==> config.mk <==
export PLATFORM = sky130hd
export DESIGN_NAME = mc_control_fsm
export DESIGN_NICKNAME = d
export VERILOG_FILES = /design/src/rtl/mc_control_fsm.sv
export SDC_FILE = /design/constraint.sdc
export NUM_CORES = 1
export LEC_CHECK = 0
export BUFFER_PORTS_ARGS = -buffer_cell sky130_fd_sc_hd__buf_2
export CAP_MARGIN = 20
export CORE_MARGIN = 5
export CORE_UTILIZATION = 55
export CTS_CLUSTER_SIZE = 20
export DETAILED_ROUTE_END_ITERATION = 7
export GPL_ROUTABILITY_DRIVEN = 0
export PLACE_DENSITY = 0.81
export SLEW_MARGIN = 30
export SYNTH_ARGS = -nofsm -noshare
export SYNTH_HDL_FRONTEND = slang
export SYNTH_SLANG_ARGS = --single-unit
==> constraint.sdc <==
create_clock -name clk -period 3.25 [get_ports clk]
set_input_delay 0.1625 -clock clk [delete_from_list [all_inputs] [get_ports clk]]
set_output_delay 0.1625 -clock clk [all_outputs]
set_load 0.05 [all_outputs]
==> src/rtl/mc_control_fsm.sv <==
// Multicycle MIPS control unit. It has a registered state, combinational control
// decode, memory-ready stalls, a sticky illegal-opcode flag and a retired-instruction counter.

module mc_control_fsm #(
  parameter bit MEM_HANDSHAKE = 1'b1,
  parameter int ICNT_W        = 16,
  parameter bit ILLEGAL_HALT  = 1'b0
) (
  input  logic              clk,
  input  logic              reset,
  input  logic [5:0]        Op,
  input  logic [5:0]        Funct,
  input  logic              Zero,
  input  logic              Mem_Ready,
  output logic              PC_En,
  output logic              I_or_D,
  output logic              Mem_Write,
  output logic              IR_Write,
  output logic              Reg_Dst,
  output logic              Mem_to_Reg,
  output logic              Reg_Write,
  output logic              ALU_Src_A,
  output logic [1:0]        ALU_Src_B,
  output logic [2:0]        ALU_Control,
  output logic [1:0]        PC_Src,
  output logic              Illegal_Op,
  output logic [ICNT_W-1:0] Instr_Count
);

  localparam logic [5:0] OP_RTYPE = 6'b000000;
  localparam logic [5:0] OP_LW    = 6'b100011;
  localparam logic [5:0] OP_SW    = 6'b101011;
  localparam logic [5:0] OP_BEQ   = 6'b000100;
  localparam logic [5:0] OP_BNE   = 6'b000101;
  localparam logic [5:0] OP_J     = 6'b000010;
  localparam logic [5:0] OP_ADDI  = 6'b001000;
  localparam logic [5:0] OP_ANDI  = 6'b001100;
  localparam logic [5:0] OP_ORI   = 6'b001101;

  localparam logic [5:0] FN_ADD = 6'b100000;
  localparam logic [5:0] FN_SUB = 6'b100010;
  localparam logic [5:0] FN_AND = 6'b100100;
  localparam logic [5:0] FN_OR  = 6'b100101;
  localparam logic [5:0] FN_SLT = 6'b101010;

  localparam logic [2:0] ALU_AND = 3'b000;
  localparam logic [2:0] ALU_OR  = 3'b001;
  localparam logic [2:0] ALU_ADD = 3'b010;
  localparam logic [2:0] ALU_SUB = 3'b110;
  localparam logic [2:0] ALU_SLT = 3'b111;

  typedef enum logic [3:0] {
    FETCH, DECODE, EXEC_R, WB_R, EXEC_I, EXEC_IZ, WB_I,
    MEM_ADR, MEM_RD, MEM_WB, MEM_WR, BRANCH, JUMP, ILLEGAL, HALT
  } state_t;

  state_t     state;
  logic       mem_ok;
  logic       funct_ok;
  logic [2:0] funct_alu;
  logic       retire;
  logic       pc_write;
  logic       branch;
  logic       is_bne;
  logic       mem_write_raw;
  logic       ir_write_raw;
  logic       reg_write_raw;

  // Without the handshake every memory access completes in its first cycle.
  assign mem_ok = MEM_HANDSHAKE ? Mem_Ready : 1'b1;

  always_comb begin
    funct_ok  = 1'b1;
    funct_alu = ALU_ADD;
    case (Funct)
      FN_ADD:  funct_alu = ALU_ADD;
      FN_SUB:  funct_alu = ALU_SUB;
      FN_AND:  funct_alu = ALU_AND;
      FN_OR:   funct_alu = ALU_OR;
      FN_SLT:  funct_alu = ALU_SLT;
      default: funct_ok  = 1'b0;
    endcase
  end

  // Control decode. The write enables are gated with reset so that an
  // abandoned instruction never commits anything.
  always_comb begin
    pc_write      = 1'b0;
    branch        = 1'b0;
    is_bne        = 1'b0;
    mem_write_raw = 1'b0;
    ir_write_raw  = 1'b0;
    reg_write_raw = 1'b0;
    I_or_D        = 1'b0;
    Reg_Dst       = 1'b0;
    Mem_to_Reg    = 1'b0;
    ALU_Src_A     = 1'b0;
    ALU_Src_B     = 2'b00;
    ALU_Control   = ALU_ADD;
    PC_Src        = 2'b00;
    case (state)
      FETCH: begin
        ALU_Src_B    = 2'b01;
        ir_write_raw = mem_ok;
        pc_write     = mem_ok;
      end
      DECODE: ALU_Src_B = 2'b10;
      EXEC_R: begin
        ALU_Src_A   = 1'b1;
        ALU_Control = funct_alu;
      end
      WB_R: begin
        Reg_Dst       = 1'b1;
        reg_write_raw = 1'b1;
      end
      EXEC_I, MEM_ADR: begin
        ALU_Src_A = 1'b1;
        ALU_Src_B = 2'b10;
      end
      EXEC_IZ: begin
        ALU_Src_A   = 1'b1;
        ALU_Src_B   = 2'b11;
        ALU_Control = (Op == OP_ORI) ? ALU_OR : ALU_AND;
      end
      WB_I: reg_write_raw = 1'b1;
      MEM_RD: I_or_D = 1'b1;
      MEM_WB: begin
        Mem_to_Reg    = 1'b1;
        reg_write_raw = 1'b1;
      end
      MEM_WR: begin
        I_or_D        = 1'b1;
        mem_write_raw = 1'b1;
      end
      BRANCH: begin
        ALU_Src_A   = 1'b1;
        ALU_Control = ALU_SUB;
        PC_Src      = 2'b01;
        branch      = 1'b1;
        is_bne      = (Op == OP_BNE);
      end
      JUMP: begin
        PC_Src   = 2'b10;
        pc_write = 1'b1;
      end
      default: ;
    endcase
    PC_En     = ~reset & (pc_write | (branch & (Zero ^ is_bne)));
    Mem_Write = ~reset & mem_write_raw;
    IR_Write  = ~reset & ir_write_raw;
    Reg_Write = ~reset & reg_write_raw;
  end

  always_comb begin
    case (state)
      WB_R, WB_I, MEM_WB, BRANCH, JUMP: retire = 1'b1;
      MEM_WR:                           retire = mem_ok;
      default:                          retire = 1'b0;
    endcase
  end

  // State sequencing, sticky illegal flag and retire counter.
  always_ff @(posedge clk) begin
    if (reset) begin
      state       <= FETCH;
      Illegal_Op  <= 1'b0;
      Instr_Count <= '0;
    end else begin
      if (retire)
        Instr_Count <= Instr_Count + ICNT_W'(1);
      case (state)
        FETCH: if (mem_ok) state <= DECODE;
        DECODE: begin
          case (Op)
            OP_RTYPE:        state <= EXEC_R;
            OP_LW, OP_SW:    state <= MEM_ADR;
            OP_BEQ, OP_BNE:  state <= BRANCH;
            OP_J:            state <= JUMP;
            OP_ADDI:         state <= EXEC_I;
            OP_ANDI, OP_ORI: state <= EXEC_IZ;
            default:         state <= ILLEGAL;
          endcase
        end
        EXEC_R:          state <= funct_ok ? WB_R : ILLEGAL;
        EXEC_I, EXEC_IZ: state <= WB_I;
        MEM_ADR:         state <= (Op == OP_SW) ? MEM_WR : MEM_RD;
        MEM_RD:          if (mem_ok) state <= MEM_WB;
        MEM_WR:          if (mem_ok) state <= FETCH;
        ILLEGAL: begin
          Illegal_Op <= 1'b1;
          state      <= ILLEGAL_HALT ? HALT : FETCH;
        end
        HALT:    state <= HALT;
        default: state <= FETCH;
      endcase
    end
  end

endmodule

==> results of run 1 <==
## power by group
group          internal (W)  switching (W)
sequential         0.000283      0.0000963
clock             0.0000460      0.0000851
combinational      0.000184       0.000470
total              0.000513       0.000651
## critical path, delay by kind of cell (launching register included)
kind	cells	cell delay (ps)
simple gates	2	640
buf+inv	1	300
compound gates	1	220
flops	1	720
## cell type report
cell class,instances,share of cell area [%]
Multi-Input combinational cell,175,59.33
Sequential cell,21,22.97
Timing Repair Buffer,47,12.85
Tap cell,31,2.119
Clock buffer,3,1.230
Inverter,6,1.230
Clock inverter,1,0.2734
## kinds of logic (layout without fill, tap and decap cells)
kind of cell / Yosys count / count (layout) / synth area share, %
AOI/OAI and AO/OA: 51 / 51 / 20.59
xor gates and xnor gates: 4 / 4 / 2.176
adders and majority gates: 1 / 1 / 0.7769
buffers and inverters: 23 / 57 / 6.449
DFF: 21 / 21 / 26.11
muxes: 11 / 11 / 7.615
and+or+nand+nor: 108 / 108 / 36.29
## placed cells by master (no fill, tap or decap), types with 4 or more instances in the layout
cell,count
sky130_fd_sc_hd__nand2_1,14
sky130_fd_sc_hd__o31ai_1,6
sky130_fd_sc_hd__inv_1,5
sky130_fd_sc_hd__nor2_1,23
sky130_fd_sc_hd__o21ai_0,8
sky130_fd_sc_hd__nor2b_1,15
sky130_fd_sc_hd__or3_1,4
sky130_fd_sc_hd__buf_2,47
sky130_fd_sc_hd__nor3_1,8
sky130_fd_sc_hd__or4_1,6
sky130_fd_sc_hd__nor4_1,9
sky130_fd_sc_hd__dfxtp_1,21
sky130_fd_sc_hd__a21oi_1,19
sky130_fd_sc_hd__nand3_1,6
sky130_fd_sc_hd__nand4_1,8
sky130_fd_sc_hd__mux2_2,10
## flip-flops by register name, indices dropped and copies added, names as in the netlist
register / flops
Instr_Count: 16
state: 4
Illegal_Op: 1
## routing by layer
layer	track usage (%)	part of all wire, %
met1	28.48	47
met2	32.16	47
met3	3.503	6.2
met4	3.562	0.50
met5	0	0
## worst max path at each step
stage,startpoint,to,slack [ps],cells after the start
5_1_grt,state[3]$_SDFFE_PP0P_,PC_En,710,4
6_report,state[1]$_SDFFE_PP0P_,PC_En,890,4
3_3_place_gp,state[0]$_SDFFE_PP0P_,Instr_Count[15]$_SDFFE_PP0P_,1060,4
3_5_place_dp,state[3]$_SDFFE_PP0P_,Instr_Count[15]$_SDFFE_PP0P_,1050,4
4_1_cts,state[3]$_SDFFE_PP0P_,PC_En,910,4
2_1_floorplan,state[1]$_SDFFE_PP0P_,IR_Write,840,5
## through the flow
| stage | instance area, sq um | instances |
|---|---|---|
| after floorplan | 1610 | 219 |
| after detailed placement | 1803 | 280 |
| after global routing | 1831 | 284 |
| after CTS | 1831 | 284 |
| final | 1831 | 284 |
| after global placement | 1803 | 280 |
==> impl_metrics.py, run 1 <==
metrics = {
    "outcome": {
        "run_status": "complete, no violations",
    },
    "sta": {
        "setup_ws_post_layout_ps": 894.4,
        "timing.fmax_mhz": 424.5,
        "post-route-period-util_pct": 72.48,
        "max_slew_margin_pct": 59.18,
        "finalHoldViolCount": 0,
        "finalSetupViolCount": 0,
        "timing.clock.skew_ps": 1.718,
        "finalWorstPathRequiredPeriod_ps": 2356,
        "final.setup.tns_ps": 0,
        "whs_ps": 206.5,
        "rsz0062_at_grt": "false",
        "max_slew.worst_pin.slew_ps": 612.2,
        "final-max-slew-violation-count": 0,
    },
    "die": {
        "num_rows": 19,
        "floorplan.die_area_sq_um": 4110,
        "dieHeight_um": 64.11,
        "die-width_um": 64.11,
        "initial_utilization_pct": 57.89,
        "top_level_ports": 48,
        "core_region_sq_um": 2781,
    },
    "drt": {
        "detailroute.via_count": 1772,
        "drtPass1Iterations": 4,
        "drtAntennaViolNets": 0,
        "number_of_design_rule_violations_left_after_detail_routing": 0,
        "drt-initial-drc-count": 96,
        "avgViaCountPerCell": 6.239,
        "detail_route.wl_per_cell_um": 14.79,
        "drt-total-wl_um": 4199,
    },
    "global_routing": {
        "grt_antenna_before_repair": 0,
        "grtUsageTotal_pct": 20.04,
        "grt_pass1_vias": 1539,
        "first_pass_grt_wire_length_um": 6982,
        "gr-total-overflow": 0,
        "grt_start_max_net_pins": 39,
    },
    "critical_path": {
        "crit_path_start_kind": "register",
        "worst_r2r_endpoint": "Instr_Count[15]$_SDFFE_PP0P_",
        "crit_slowest_cell": "sky130_fd_sc_hd__dfxtp_1",
        "worst_ep_required_time_ps": 3090,
        "criticalPathCategory": "reg2out",
        "crit_path_max_fanout": 18,
        "worst_setup_path_end_kind": "primary output",
        "worst_r2r_path_depth": 4,
        "critical_path_arrival_ps": 2190,
        "worst_path_largest_cell_delay_ps": 720,
        "chain_of_cells_forming_the_critical_path": "nand2_1, or2_2, o31ai_1, buf_2",
        "worst_r2r_startpoint": "state[1]$_SDFFE_PP0P_",
        "timing.reg2reg.setup_slack_ps": 1000,
    },
    "cts": {
        "cts_root_buffer": "sky130_fd_sc_hd__clkbuf_4",
        "clk-insertion-delay-late_ps": 310,
        "postCtsHoldBufs": 0,
        "post_cts.resized_instances": 0,
        "clock_sinks": 21,
        "cts.repair_timing.setup_buffer_count": 0,
        "h-tree-depth": 1,
        "cts_tree": "built",
        "total_cts_buffers": 3,
        "clkTransAtPathRegs_ps": 120,
        "cts_buffer_depth": 2,
    },
    "yosys": {
        "synth_sequential_area_ratio_pct": 26.11,
        "synth_top_cells_by_count": "23 x sky130_fd_sc_hd__nor2_1, 21 x sky130_fd_sc_hd__dfxtp_1, 19 x sky130_fd_sc_hd__a21oi_1, 15 x sky130_fd_sc_hd__nor2b_1, 14 x sky130_fd_sc_hd__nand2_1",
        "synth.net_count": 236,
        "synth.avg_cell_area_sq_um": 7.353,
        "leading_area_contributor_after_synthesis": "sky130_fd_sc_hd__dfxtp_1",
        "synth_most_common_cell": "sky130_fd_sc_hd__nor2_1",
        "netlist_top_cells_area": "sky130_fd_sc_hd__dfxtp_1 26%, sky130_fd_sc_hd__mux2_2 7.0%, sky130_fd_sc_hd__a21oi_1 5.9%, sky130_fd_sc_hd__nor2b_1 5.8%, sky130_fd_sc_hd__nor2_1 5.4%",
        "ys.warnings.count": 0,
        "dominantRegCellSynth": "sky130_fd_sc_hd__dfxtp_1",
        "synthArstFlopShare_pct": 0,
        "postSynthRegisterBits": 21,
        "cell_count_after_synthesis": 219,
        "mappedNetlistArea_sq_um": 1610,
        "post-synth-top-area-fraction_pct": 26.11,
        "synth_cell_type_count": 44,
        "synth_edf_count": 0,
    },
    "final_layout": {
        "final_standard_cell_utilization_of_the_core_pct": 65.81,
        "multi_input_comb_area_sq_um": 1086,
        "final_nets": 271,
        "layout.area.seq_sq_um": 420.4,
        "number_of_fill_cells_in_the_layout": 258,
        "n_antenna_cell": 0,
        "area_delta_synth_final_pct": 13.68,
        "layout-drive-gt1-share_pct": 26.09,
    },
    "hold_path": {
        "min_from": "Mem_Ready",
        "hold-path-cell-count": 3,
        "hold-path-endpoint": "state[0]$_SDFFE_PP0P_",
        "hold_path_class": "in2reg",
    },
    "power": {
        "leakage_nw": 0.7592,
        "peakVddDrop_uv": 444.6,
        "total_power_w": 0.001164,
        "pwr_density_cell_nw_per_um2": 635.8,
    },
    "placed_design": {
        "dpl_worst_slack_ps": 1047,
        "hpwl_after_detailed_placement_um": 3023,
        "numPortBuffers": 47,
    },
    "job": {
        "cap_viol_max_count": 0,
    },
}
(Power assumes the default switching activity.)
==> run 2: changes to the inputs <==
--- a/config.mk
+++ b/config.mk
@@ -8,11 +8,11 @@
 export BUFFER_PORTS_ARGS = -buffer_cell sky130_fd_sc_hd__buf_2
 export CAP_MARGIN = 20
 export CORE_MARGIN = 5
-export CORE_UTILIZATION = 55
+export CORE_UTILIZATION = 46
 export CTS_CLUSTER_SIZE = 20
 export DETAILED_ROUTE_END_ITERATION = 7
 export GPL_ROUTABILITY_DRIVEN = 0
-export PLACE_DENSITY = 0.81
+export PLACE_DENSITY = 0.72
 export SLEW_MARGIN = 30
 export SYNTH_ARGS = -nofsm -noshare
 export SYNTH_HDL_FRONTEND = slang
==> constraint.sdc (replaced) <==
create_clock -name clk -period 2.05 [get_ports clk]
set_input_delay 0.1025 -clock clk [delete_from_list [all_inputs] [get_ports clk]]
set_output_delay 0.1025 -clock clk [all_outputs]
set_load 0.05 [all_outputs]
==> run 2 against run 1 <==
Clock skew is 12 ps higher. Clock power is 58% higher. Sequential power is 37% higher. Count of clock-buffer cells in the layout stayed put. Worst hold slack worse by 130 ps. Worst setup slack worse by 790 ps. Routed wire length is 1.1% higher. Global-route usage is 3.3 points lower. Via count is 0.68% lower. First-iteration DRC count is 15% lower. Critical path type unchanged. Critical endpoint is now ALU_Control[0]. Largest cell class unchanged. Highest routed layer unchanged.
==> impl_metrics.py, run 2 (synthesis gave the netlist of run 1 again) <==
metrics = {
    "outcome": {
        "run_status": "complete, no violations",
    },
    "cts": {
        "clkTransAtPathRegs_ps": 110,
        "cts_buffer_depth": 2,
        "clk-insertion-delay-late_ps": 310,
        "clock_sinks": 21,
        "postCtsHoldBufs": 0,
        "cts_root_buffer": "sky130_fd_sc_hd__clkbuf_4",
        "cts_tree": "built",
        "h-tree-depth": 1,
        "total_cts_buffers": 3,
    },
    "job": {
        "cap_viol_max_count": 0,
    },
    "global_routing": {
        "gr-total-overflow": 0,
        "grt_pass1_vias": 1515,
        "grt_start_max_net_pins": 32,
        "grt_antenna_before_repair": 0,
        "grtUsageTotal_pct": 16.77,
        "first_pass_grt_wire_length_um": 6941,
    },
    "final_layout": {
        "largest_register_ffs": 16,
        "layout-drive-gt1-share_pct": 30.38,
        "n_antenna_cell": 0,
        "final_standard_cell_utilization_of_the_core_pct": 57.92,
        "area_delta_synth_final_pct": 20.98,
        "most-common-layout-cells": "46 x sky130_fd_sc_hd__buf_2, 22 x sky130_fd_sc_hd__nor2_1, 19 x sky130_fd_sc_hd__dfxtp_1, 19 x sky130_fd_sc_hd__a21oi_1",
        "biggestRegsByFlops": "Instr_Count (16), state (4), Illegal_Op (1)",
        "register_bank_with_the_most_flops": "Instr_Count",
        "final_nets": 278,
        "final_common_cell": "sky130_fd_sc_hd__buf_2",
    },
    "hold_path": {
        "hold_path_class": "in2reg",
        "hold-path-cell-count": 2,
    },
    "sta": {
        "max_slew_margin_pct": 58.49,
        "max_slew.worst_pin.slew_ps": 622.7,
        "post-route-period-util_pct": 94.82,
        "finalSetupViolCount": 0,
        "whs_ps": 71.88,
        "finalHoldViolCount": 0,
        "final-max-slew-violation-count": 0,
        "finalWorstPathRequiredPeriod_ps": 1944,
        "timing.fmax_mhz": 514.4,
        "timing.clock.skew_ps": 14.16,
        "final.setup.tns_ps": 0,
        "rsz0062_at_grt": "false",
    },
    "power": {
        "comb_power_share_pct": 63.5,
        "pwr-share-clk_pct": 10.4,
        "total_power_w": 0.001992,
        "leakage_nw": 0.8048,
        "pwr_density_cell_nw_per_um2": 1023,
        "power_report.internal_total_w": 0.0009184,
        "switching_share_pct": 53.90,
        "share_seq_of_total_power_pct": 26.1,
        "total_switching_power_w": 0.001074,
        "peakVddDrop_uv": 555.0,
    },
    "die": {
        "num_rows": 21,
        "initial_utilization_pct": 47.88,
        "top_level_ports": 48,
        "die-width_um": 69.17,
        "dieHeight_um": 69.17,
        "floorplan.die_area_sq_um": 4784,
        "core_region_sq_um": 3363,
    },
    "critical_path": {
        "chain_of_cells_forming_the_critical_path": "buf_4, nor2b_1, nand4_1, o21ai_1, buf_2",
        "crit_path_start_kind": "register",
        "critPathTopFamily": "simple AND/OR/NAND/NOR gates",
        "worst_ep_required_time_ps": 1950,
        "crit_path_max_fanout": 8,
        "worst_path_largest_cell_delay_ps": 420,
        "worst_setup_path_end_kind": "primary output",
        "critical_path_arrival_ps": 1840,
        "crit_slowest_cell": "sky130_fd_sc_hd__dfxtp_1",
        "cp_buf_inv_count": 2,
        "worst_r2r_path_depth": 5,
        "crit_cells": 5,
        "criticalPathCategory": "reg2out",
    },
    "drt": {
        "drt-total-wl_um": 4247,
        "avgViaCountPerCell": 5.752,
        "number_of_design_rule_violations_left_after_detail_routing": 0,
        "drt-initial-drc-count": 82,
        "drtPass1Iterations": 4,
        "detail_route.wl_per_cell_um": 13.88,
        "drtAntennaViolNets": 0,
        "detailroute.via_count": 1760,
    },
    "placed_design": {
        "numPortBuffers": 47,
        "hpwl_after_detailed_placement_um": 3100,
    },
}
-- run 2: per-layer routing --
layer  up-vias  wire, um  global-route usage [%]
li1        893         -                       -
met1       794      1992                   24.56
met2        68      1894                   25.11
met3         5       317                   3.198
met4         0        43                   4.121
met5         -         0                       0
-- run 2: stage by stage --
stage / std cells / setup slack, ps / instance area [sq um]
detailed placement: 302 / 170.0 / 1898
finish: 306 / 106.2 / 1948
floorplan: 219 / 7.295 / 1622
global placement: 302 / 198.0 / 1898
global route: 306 / 5.165 / 1948
CTS: 306 / 27.94 / 1932
-- run 2: layout make-up --
class | count | area (sq um)
fillers | 351 | 1415
multi-input cells | 175 | 1107
flip-flops and latches | 21 | 422.9
repair buffers | 54 | 310.3
well taps | 46 | 57.56
clock buffers | 3 | 22.52
inverters | 6 | 22.52
clock inverters | 1 | 5.005
-- run 2: path summary, 6_finish.rpt --
check | slack [ps] | start | to
setup reg to reg | 120 | Instr_Count[0]$_SDFFE_PP0P_ | Instr_Count[10]$_SDFFE_PP0P_
setup / recovery | 110 | state[0]$_SDFFE_PP0P_ | ALU_Control[0]
hold / removal | 70 | reset | state[0]$_SDFFE_PP0P_
hold reg to reg | 500 | Illegal_Op$_SDFFE_PP0N_ | Illegal_Op$_SDFFE_PP0N_
-- run 2: timing repair --
item | 4_1_cts | 5_1_grt
setup endpoints to repair | 1 | 3
resized for setup | 3 | 5
setup buffers | 0 | 0
-- run 2: power groups by stage --
| stage | Combinational (W) | Sequential (W) | Clock, W |
|---|---|---|---|
| after floorplan | 0.000960 | 0.000519 | 0 |
| after global placement | 0.00122 | 0.000519 | 0 |
| after detailed placement | 0.00122 | 0.000523 | 0 |
| after CTS | 0.00124 | 0.000516 | 0.000208 |
| after global routing | 0.00137 | 0.000525 | 0.000233 |
| final | 0.00127 | 0.000520 | 0.000207 |
-- run 2: worst reg2reg max path: stages (launching register included) --
cell and delay [ps]:
sky130_fd_sc_hd__dfxtp_1 500, sky130_fd_sc_hd__ha_1 320, sky130_fd_sc_hd__inv_1 110, sky130_fd_sc_hd__or3_1 370, sky130_fd_sc_hd__nor3_1 180, sky130_fd_sc_hd__mux2_2 360
